<file path="config.mk">
export PLATFORM = sky130hd
export DESIGN_NAME = seq_divider
export DESIGN_NICKNAME = d
export VERILOG_FILES = /design/src/rtl/seq_divider.sv
export SDC_FILE = /design/constraint.sdc
export NUM_CORES = 1
export LEC_CHECK = 0
export CAP_MARGIN = 30
export CORE_UTILIZATION = 27
export DETAILED_ROUTE_END_ITERATION = 16
export GPL_TIMING_DRIVEN = 0
export PLACE_DENSITY_LB_ADDON = 0.05
export SYNTH_ARGS = -nofsm -noshare
export SYNTH_HDL_FRONTEND = slang
export SYNTH_SLANG_ARGS = --single-unit
</file>
<file path="constraint.sdc">
create_clock -name clk -period 5.53 [get_ports clk]
set_input_delay 1.3825 -clock clk [delete_from_list [all_inputs] [get_ports clk]]
set_output_delay 1.3825 -clock clk [all_outputs]
set_load 0.05 [all_outputs]
</file>
<file path="src/rtl/seq_divider.sv">
// Sequential restoring divider: one quotient bit per cycle, WIDTH+1 edges accept-to-result (1 edge for divide-by-zero).
// Result is held in DONE under unbounded out_ready backpressure; in_ready is high only in IDLE.
module seq_divider #(
  parameter int WIDTH = 32
) (
  input  logic             clk,
  input  logic             reset,
  input  logic             start,
  input  logic             sign,
  input  logic [WIDTH-1:0] dividend,
  input  logic [WIDTH-1:0] divider,
  input  logic             flush,
  output logic             in_ready,
  output logic             out_valid,
  input  logic             out_ready,
  output logic [WIDTH-1:0] quotient,
  output logic [WIDTH-1:0] remainder,
  output logic             div_by_zero
);

  localparam logic [1:0] IDLE = 2'd0;
  localparam logic [1:0] BUSY = 2'd1;
  localparam logic [1:0] DONE = 2'd2;

  localparam logic [WIDTH-1:0] CNT_INIT = WIDTH'(WIDTH);
  localparam logic [WIDTH-1:0] CNT_ONE  = WIDTH'(1);

  logic [1:0]       state_q, state_d;
  logic [WIDTH-1:0] cnt_q, cnt_d;
  logic [WIDTH-1:0] rem_q, rem_d;
  logic [WIDTH-1:0] quo_q, quo_d;
  logic [WIDTH-1:0] dvs_q, dvs_d;
  logic             neg_quo_q, neg_quo_d;
  logic             neg_rem_q, neg_rem_d;
  logic [WIDTH-1:0] quotient_q, quotient_d;
  logic [WIDTH-1:0] remainder_q, remainder_d;
  logic             dbz_q, dbz_d;

  logic             dividend_neg, divider_neg;
  logic [WIDTH-1:0] dividend_mag, divider_mag;
  logic [WIDTH:0]   rem_shift;
  logic             rem_ge;
  logic [WIDTH-1:0] rem_next, quo_next;

  // quo_q starts as the dividend magnitude; its MSB feeds the remainder while quotient bits enter at the LSB
  always_comb begin
    dividend_neg = sign && dividend[WIDTH-1];
    divider_neg  = sign && divider[WIDTH-1];
    dividend_mag = dividend_neg ? -dividend : dividend;
    divider_mag  = divider_neg ? -divider : divider;
    rem_shift    = {rem_q, quo_q[WIDTH-1]};
    rem_ge       = rem_shift >= {1'b0, dvs_q};
    rem_next     = rem_ge ? (rem_shift[WIDTH-1:0] - dvs_q) : rem_shift[WIDTH-1:0];
    quo_next     = {quo_q[WIDTH-2:0], rem_ge};
  end

  always_comb begin
    state_d     = state_q;
    cnt_d       = cnt_q;
    rem_d       = rem_q;
    quo_d       = quo_q;
    dvs_d       = dvs_q;
    neg_quo_d   = neg_quo_q;
    neg_rem_d   = neg_rem_q;
    quotient_d  = quotient_q;
    remainder_d = remainder_q;
    dbz_d       = dbz_q;
    case (state_q)
      IDLE: begin
        if (start) begin
          dvs_d     = divider_mag;
          quo_d     = dividend_mag;
          rem_d     = '0;
          neg_quo_d = dividend_neg ^ divider_neg;
          neg_rem_d = dividend_neg;
          if (divider == '0) begin
            state_d     = DONE;
            cnt_d       = '0;
            quotient_d  = '1;
            remainder_d = dividend;
            dbz_d       = 1'b1;
          end else begin
            state_d = BUSY;
            cnt_d   = CNT_INIT;
            dbz_d   = 1'b0;
          end
        end
      end
      BUSY: begin
        rem_d = rem_next;
        quo_d = quo_next;
        cnt_d = cnt_q - CNT_ONE;
        if (cnt_q == CNT_ONE) begin
          state_d     = DONE;
          quotient_d  = neg_quo_q ? -quo_next : quo_next;
          remainder_d = neg_rem_q ? -rem_next : rem_next;
        end
      end
      DONE: begin
        if (out_ready) state_d = IDLE;
      end
      default: state_d = IDLE;
    endcase
    // Abort wins over acceptance, completion and consumer handshake
    if (flush) begin
      state_d = IDLE;
      cnt_d   = '0;
      dbz_d   = 1'b0;
    end
  end

  always_ff @(posedge clk) begin
    if (reset) begin
      state_q     <= IDLE;
      cnt_q       <= '0;
      rem_q       <= '0;
      quo_q       <= '0;
      dvs_q       <= '0;
      neg_quo_q   <= 1'b0;
      neg_rem_q   <= 1'b0;
      quotient_q  <= '0;
      remainder_q <= '0;
      dbz_q       <= 1'b0;
    end else begin
      state_q     <= state_d;
      cnt_q       <= cnt_d;
      rem_q       <= rem_d;
      quo_q       <= quo_d;
      dvs_q       <= dvs_d;
      neg_quo_q   <= neg_quo_d;
      neg_rem_q   <= neg_rem_d;
      quotient_q  <= quotient_d;
      remainder_q <= remainder_d;
      dbz_q       <= dbz_d;
    end
  end

  assign in_ready    = (state_q == IDLE);
  assign out_valid   = (state_q == DONE);
  assign quotient    = quotient_q;
  assign remainder   = remainder_q;
  assign div_by_zero = dbz_q;

endmodule

</file>
# Word-level counts from Yosys, hierarchy flattened
# Index checks and enable logic that the tools add are counted.
[totals] regBits=197 input_bits=70 word_cells=61
[op_classes] n_addsub=6 magnitude_cmp=1 eq_ne=7 n_mux=26 bitwise_logic=1 reduce_logical=10
[op_table] cell="two-way mux 32 bit" n=14
[op_table] cell="case mux 32 bit (2 select lines)" n=5
[op_table] cell="negation 32 bit" n=4
[op_table] cell=">= comparator 33 x 32 -> 1 bit" n=1
[op_table] cell="equality test 32 x 1 -> 1 bit, second input constant" n=1
[op_table] cell="logical NOT 32 bit" n=1
[op_table] cell="subtractor 32 x 1 -> 32 bit, second input constant" n=1
[op_table] cell="subtractor 32 bit" n=1
[op_table] cell="two-way mux 2 bit" n=4
[op_table] cell="two-way mux 6 bit" n=1
[op_table] cell="case mux 2 bit (3 select lines)" n=1
[op_table] cell="inequality test 2 x 1 -> 1 bit, second input constant" n=2
[op_table] cell="inequality test 2 bit, second input constant" n=2
[op_table] cell="AND reduction 2 bit" n=2
[op_table] cell="AND reduction 4 bit" n=1
[op_table] cell="AND reduction 3 bit" n=1
[op_table] cell="equality test 2 x 1 -> 1 bit, second input constant" n=1
[op_table] cell="equality test 2 bit, second input constant" n=1
[op_table] cell="logical AND 1 bit" n=2
[op_table] cell="logical NOT 2 bit" n=1
[op_table] cell="nonzero test 2 bit" n=1
[op_table] cell="OR reduction 2 bit" n=1
[op_table] cell="two-way mux 1 bit" n=1
[op_table] cell="XOR 1 bit" n=1

# Depth between registers and ports, before layout
# Gate-level depths: netlist of run 1.
[depth] depth_word=6 ltp_mapped=20 ltp_nobuf=16

# Least setup slack after synthesis of run 1
# OpenSTA, ideal clock, no wires.
[synth_path] path_kind="reg2reg" startpoint="register dvs_q[25]" endpoint="register remainder_q[30] (netlist: remainder[30])" setup_ps=86 t_arrival_ps=4168 setup_slack_ps=1277 path_stages_with_launch=20 period_less_slack_ps=4253 path_cell_list="dfxtp_1 -> inv_1 -> ha_1 -> buf_2 -> nand4b_1 -> nor4_1 -> nand2_1 -> o221a_2 -> nand2_4 -> buf_2 -> buf_1 -> buf_1 -> a21oi_1 -> inv_1 -> ha_1 -> nand2b_1 -> or2_2 -> o311ai_2 -> mux2_1 -> a211oi_1"
[synth_between] elab_chain_cells=6 word_cells_on_any_way=7 cone_classes="2 x add/sub; 1 x order compare; 4 x mux"
[synth_rtl] item="start: declaration" line="32" text="logic [WIDTH-1:0] dvs_q, dvs_d;"
[synth_rtl] item="start signal: assignment" line="129" text="dvs_q <= dvs_d;"
[synth_rtl] item="subtractor 32 bit or >= comparator 33 x 32 -> 1 bit (tied branches)" line="53, 52"
[synth_rtl] item="two-way mux 32 bit (*)" line="53" text="rem_next = rem_ge ? (rem_shift[WIDTH-1:0] - dvs_q) : rem_shift[WIDTH-1:0];"
[synth_rtl] item="negation 32 bit" line="96" text="remainder_d = neg_rem_q ? -rem_next : rem_next;"
[synth_rtl] item="two-way mux 32 bit (*)" line="96"
[synth_rtl] item="two-way mux 32 bit (*)" line="93" text="if (cnt_q == CNT_ONE) begin"
[synth_rtl] item="case mux 32 bit (2 select lines) (*)" line="68" text="case (state_q)"
[synth_rtl] item="end signal: assignment" line="133" text="remainder_q <= remainder_d;"
[synth_rtl] item="end: declaration" line="36" text="logic [WIDTH-1:0] remainder_q, remainder_d;"
# Mark *: on every way between the ends. The rest lies on a longest branch, timed or not. The select of a mux whose other input is x is not followed.
# A chain may end at the register's enable or synchronous reset.

# Worst setup path after layout of run 1
[layout_path] startpoint="register rem_q[14]" endpoint="register remainder_q[30] (netlist: remainder[30])"
[layout_between] elab_chain_cells=6 word_cells_on_any_way=7 cone_classes="2 x add/sub; 1 x order compare; 4 x mux"
[layout_rtl] item="start: declaration" line="30" text="logic [WIDTH-1:0] rem_q, rem_d;"
[layout_rtl] item="start signal: assignment" line="127" text="rem_q <= rem_d;"
[layout_rtl] item="subtractor 32 bit or >= comparator 33 x 32 -> 1 bit (tied branches)" line="53, 52"
[layout_rtl] item="two-way mux 32 bit (*)" line="53"
[layout_rtl] item="negation 32 bit" line="96"
[layout_rtl] item="two-way mux 32 bit (*)" line="96"
[layout_rtl] item="two-way mux 32 bit (*)" line="93"
[layout_rtl] item="case mux 32 bit (2 select lines) (*)" line="68"
# Marked as above.

==> metrics.cfg, run 1 <==
[cts]
tritoncts=done
htree_levels=4
numCtsBuffers=17
post_cts_buffers=0
cts.path.max_buffers=2
clk_latency_ns=0.51
clk_pin_slew_worst_paths_ns=0.09
cts_hold_buffers=0
clkSinkCount=197
root_buffer=clkbuf_16

[yosys]
syn_area_um2=13080
ys_warn_count=0
syn-num-nets=1852
yosysSeqAreaShare_pct=30.16
async_flop_share_pct=0
ys.flop_type=dfxtp_1
yosysUniqueCellTypes=84
synth_area_per_cell_um2=7.502
synth_edf_count=0
netlist_instances=1743
synth_seq_cells=197

[global_routing]
grt_pass1_vias=13280
grt_pass1_wl_um=85660
grt_overflow=0
grt_max_degree=18
antenna_found_initial=1
globalRouteTotalUtil_pct=23.17

[cells_and_area]
areaGrowthSynthToFinish_pct=21.37
num_antenna_cells=0
fin_cells=2528
final_cell_mix=nor2_1, dfxtp_1, nand2_1
drive_gt1_share_pct=5.646
final_net_count=2009
mostFrequentLayoutCell=nor2_1
n_fill_cell=5216
final_util_pct=33.24

[route]
final_antenna_net_count=0
drt_iter0_markers=879
drt_wl_total_um=57100
route.detailed.drc=0
wire_per_inst_um=22.59
dr.pass1.iters=5
vias=13790
vias_per_cell=5.455

[place]
place_congestion=0.8764
portBuffers=136
dpl.hpwl_um=45020
place_ws_ns=-0.3778
post-place-cells=2496

[sta]
timing.final.crit_share_pct=94.40
finalSetupViolCount=0
fmax_mhz=191.6
final_max_slew_viol_count=0
setup_ws_ns=0.3096
rsz0062_at_grt=no
worst_pin_slew_ns=1.003
skew_ns=0.02231
finalHoldViolations=0
whs_ns=0.4671
slew_headroom_pct=32.91
min_period_ns=5.220

[worst_setup_path]
critPathLaunchType=flop
slowest_stage=mux2_1
worstPathRequired_ns=5.95
worst-path-max-fanout=10
crit_type=reg -> reg
max_stage_delay_ns=0.45
end_kind=flop
crit_arrival_ns=5.64
critical_path.cell_chain=ha_1 > buf_2 > nand4_1 > nor3_2 > nand4_1 > o211a_1 > nand2_4 > buf_2 > clkbuf_4 > clkbuf_4 > a21oi_1 > inv_1 > ha_1 > nand2b_1 > or2_2 > o311ai_2 > mux2_1 > a211oi_1

[status]
status=finished clean

[hold_path]
hp-class=reg -> reg

[floorplanning]
dieHeight_um=222.1
die_w_um=222.1
num_rows=80
dieArea_um2=49320
core_um2=47750
start_util_pct=27.39
ioPinCount=137

[power]
vdd_drop_max_v=0.0001424
p_leak_nw=5.642
powerDensity_nw_per_um2=233.3

[flow_run]
max_cap_violations=0

-- metal layers --
layer | GRT usage, % | routed length, µm | vias to the layer above
li1 | - | - | 6638
met1 | 32.14 | 27600 | 6706
met2 | 37.38 | 25840 | 395
met3 | 3.207 | 2651 | 52
met4 | 6.160 | 1012 | 0
met5 | 0 | 0 | -
-- logic make-up after synthesis --
logic type | count (synthesis) | share of synthesized area, %
XOR/XNOR | 134 | 8.975
AND/OR/NAND/NOR | 672 | 23.67
AO/OA/AOI/OAI | 509 | 26.36
buffers and inverters | 170 | 5.291
adder cells (fa/ha/maj) | 39 | 3.789
multiplexers | 22 | 1.751
flip-flops | 197 | 30.16
-- worst paths after layout --
path	from	end	slack (ns)	cells past startpoint
hold / removal	dvs_q[31]	dvs_q[31]	0.47	2
hold reg to reg	dvs_q[31]	dvs_q[31]	0.47	2
setup reg to reg	rem_q[14]	remainder[30]	0.31	18
setup / recovery	rem_q[14]	remainder[30]	0.31	18
-- report_power, final --
| part | internal [mW] | switching (mW) | total [mW] |
|---|---|---|---|
| sequential | 1.47 | 0.0570 | 1.53 |
| clock | 0.692 | 0.663 | 1.35 |
| combinational | 0.291 | 0.531 | 0.822 |
| total | 2.45 | 1.25 | 3.70 |
-- cell usage after synthesis, drive strengths merged (4+ instances only) --
cell type    n  area [µm²]
nand2      163       619.3
o221ai       5       43.79
a31oi       16       100.1
clkbuf      78       294.0
a21o        11       83.83
nor2       276        1036
and3        13       81.33
nand4       16       106.4
o2111ai      4       35.03
xor2        74       648.1
a211oi      84       640.6
or3         27       168.9
mux2i       18       180.2
and2         8       50.05
or2         11       68.81
a22oi       20       150.1
o21a         9       67.56
o31ai       27       202.7
or4         19       146.4
o311ai       4       42.55
o41ai       14       122.6
o22ai        7       43.79
nor3        40       205.2
o21ai       93       469.2
a311oi      26       227.7
xnor2       60       525.5
o211ai      11       82.58
nor2b       14       87.58
nand2b      15       93.84
dfxtp      197        3944
a221oi       9       78.83
ha          38       475.5
mux2         4       48.79
nand3       33       165.2
buf         39       198.9
inv         53       198.9
a2111oi     14       128.9
a21oi      124       643.1
nor4        23       143.9
-- through the flow --
stage	setup TNS (ns)	power (mW)	instance area [µm²]
after floorplan	0	2.058	13080
after CTS	0	3.725	15850
after global placement	-0.5398	2.367	15210
final	0	3.702	15870
after detailed placement	-0.5137	2.372	15240
after global routing	0	3.867	15870
-- layout make-up --
cell class | count | area, µm² | share of cell area, %
clock inverter | 10 | 112.6 | 0.7096
sequential | 197 | 3944 | 24.85
inverter | 53 | 198.9 | 1.254
buffer | 117 | 503.0 | 3.169
clock buffer | 22 | 494.2 | 3.114
timing repair buffer | 138 | 1391 | 8.767
multi-input combinational | 1376 | 8457 | 53.29
tap | 615 | 769.5 | 4.849
-- flip-flops by register name (all words and copies together) (netlist names) --
name and cells:
div_by_zero 1, neg_quo_q 1, cnt_q 32, rem_q 32
quotient 32, dvs_q 32, quo_q 32, state_q 2
remainder 32, neg_rem_q 1
-- worst max-delay path: cells and delay by family, from the launching register on --
kind	cells	cell delay, ns
AOI/OAI and AO/OA	4	0.90
adders and majority gates	2	0.63
buffers and inverters	5	1.26
DFF	1	0.40
muxes	1	0.45
and+or+nand+nor	6	1.51
-- repair_timing --
action,4_1_cts,5_1_grt
setup endpoints to repair,5,3
pin swaps,0,0
gates resized for setup,2,8
cloned,0,0
Power figures use the tool's default switching activity.
==> run 2, diff against run 1 <==
- SKIP_CTS_REPAIR_TIMING: not set -> 1
==> metrics.cfg, run 2 (synthesis gave the netlist of run 1 again) <==
[place]
portBuffers=136  ; unchanged
place_congestion=0.8764  ; unchanged
post-place-cells=2496  ; unchanged
dpl.hpwl_um=45020  ; unchanged

[floorplanning]
ioPinCount=137  ; unchanged
core_um2=47750  ; unchanged
start_util_pct=27.39  ; unchanged
dieHeight_um=222.1  ; unchanged
dieArea_um2=49320  ; unchanged
die_w_um=222.1  ; unchanged
num_rows=80  ; unchanged

[route]
drt_wl_total_um=57120  ; about the same
met2_wirelength_um=25860  ; about the same
dr.pass1.iters=5  ; unchanged
vias=13800  ; +0.094%
wl_met1_um=27550  ; -0.17%
wl_met3_um=2699  ; +1.8%
final_antenna_net_count=0  ; unchanged
wire_per_inst_um=22.60  ; about the same
route.detailed.drc=0  ; unchanged
highest_layer=met4
drt_iter0_markers=879  ; unchanged
vias_per_cell=5.460  ; about the same

[sta]
final_max_slew_viol_count=0  ; unchanged
skew_ns=0.02266  ; +0.0003496 ns
worst_pin_slew_ns=1.003  ; -0.00006315 ns
slew_headroom_pct=32.91  ; about the same
finalHoldViolations=0  ; unchanged
fmax_mhz=191.6  ; about the same
timing.final.crit_share_pct=94.36  ; about the same
min_period_ns=5.218  ; -0.002534 ns
rsz0062_at_grt=no
finalSetupViolCount=0  ; unchanged
fin_tns_setup_ns=0  ; unchanged
whs_ns=0.4671  ; +0.00003700 ns

[global_routing]
grt_pass1_wl_um=85660  ; about the same
globalRouteTotalUtil_pct=23.18  ; about the same
antenna_found_initial=1  ; unchanged
grt_max_degree=18  ; unchanged
grt_overflow=0  ; unchanged
grt_pass1_vias=13280  ; unchanged

[cts]
tritoncts=done
cts.path.max_buffers=2  ; unchanged
htree_levels=4  ; unchanged
numCtsBuffers=17  ; unchanged
clk_pin_slew_worst_paths_ns=0.09  ; about the same
clk_latency_ns=0.51  ; about the same
root_buffer=clkbuf_16
clkSinkCount=197  ; unchanged

[power]
p_leak_nw=5.642  ; unchanged
power_mw=3.704  ; about the same
powerDensity_nw_per_um2=233.4  ; about the same
vdd_drop_max_v=0.0001429  ; +0.30%

[cells_and_area]
areaGrowthSynthToFinish_pct=21.37  ; unchanged
fin_cells=2528  ; unchanged
final_util_pct=33.24  ; unchanged
mostFrequentLayoutCell=nor2_1
num_antenna_cells=0  ; unchanged
n_fill_cell=5215  ; -0.019%
final_cell_mix=nor2_1, dfxtp_1, nand2_1
drive_gt1_share_pct=5.646  ; unchanged
final_net_count=2009  ; unchanged

[status]
status=finished clean

[hold_path]
hp-class=reg -> reg

[worst_setup_path]
worst-path-max-fanout=10  ; unchanged
critPathLaunchType=flop
end_kind=flop
crit_arrival_ns=5.64  ; about the same
worstPathRequired_ns=5.95  ; about the same
crit_type=reg -> reg

[flow_run]
max_cap_violations=0  ; unchanged

[run 2: final timing paths]
path | end | depth (start not counted) | from | slack, ns
max | remainder[30] | 18 | rem_q[14] | 0.31
min reg2reg | dvs_q[31] | 2 | dvs_q[31] | 0.47
min | dvs_q[31] | 2 | dvs_q[31] | 0.47
max reg2reg | remainder[30] | 18 | rem_q[14] | 0.31
[run 2: layer usage]
layer | global-route usage [%] | vias up
li1 | - | 6638
met1 | 32.14 | 6706
met2 | 37.38 | 404
met3 | 3.207 | 56
met4 | 6.160 | 0
met5 | 0 | -
[run 2: stage by stage]
stage / cell area, µm² / worst slack [ns]
2_1_floorplan: 13080 / 1.277
4_1_cts: 15840 / -0.4031
5_1_grt: 15870 / 0.01395
6_report: 15870 / 0.3121
3_5_place_dp: 15240 / -0.3778
3_3_place_gp: 15210 / -0.3635
[run 2: layout make-up]
cell class                      count  area [µm²]  share of cell area [%]
Multi-Input combinational cell   1376        8457                   53.29
Tap cell                          615       769.5                   4.849
Timing Repair Buffer              138        1391                   8.767
Clock inverter                     10       112.6                  0.7096
Clock buffer                       22       494.2                   3.114
Buffer                            117       503.0                   3.169
Sequential cell                   197        3944                   24.85
Inverter                           53       198.9                   1.254
[run 2: worst max-delay path: stages, from the launching register on]
cell      delay, ns
dfxtp_1        0.40
ha_1           0.37
buf_2          0.24
nand4_1        0.19
nor3_2         0.27
nand4_1        0.19
o211a_1        0.26
nand2_4        0.18
buf_2          0.32
clkbuf_4       0.30
clkbuf_4       0.27
a21oi_1        0.11
inv_1          0.13
ha_1           0.26
nand2b_1       0.25
or2_2          0.43
o311ai_2       0.29
mux2_1         0.45
a211oi_1       0.24
[run 2: report_power, final]
| part | leakage [nW] | internal, mW | switching [mW] |
|---|---|---|---|
| registers | 1.60 | 1.47 | 0.0570 |
| clock network | 0.294 | 0.692 | 0.665 |
| logic | 3.74 | 0.291 | 0.531 |
| total | 5.64 | 2.45 | 1.25 |
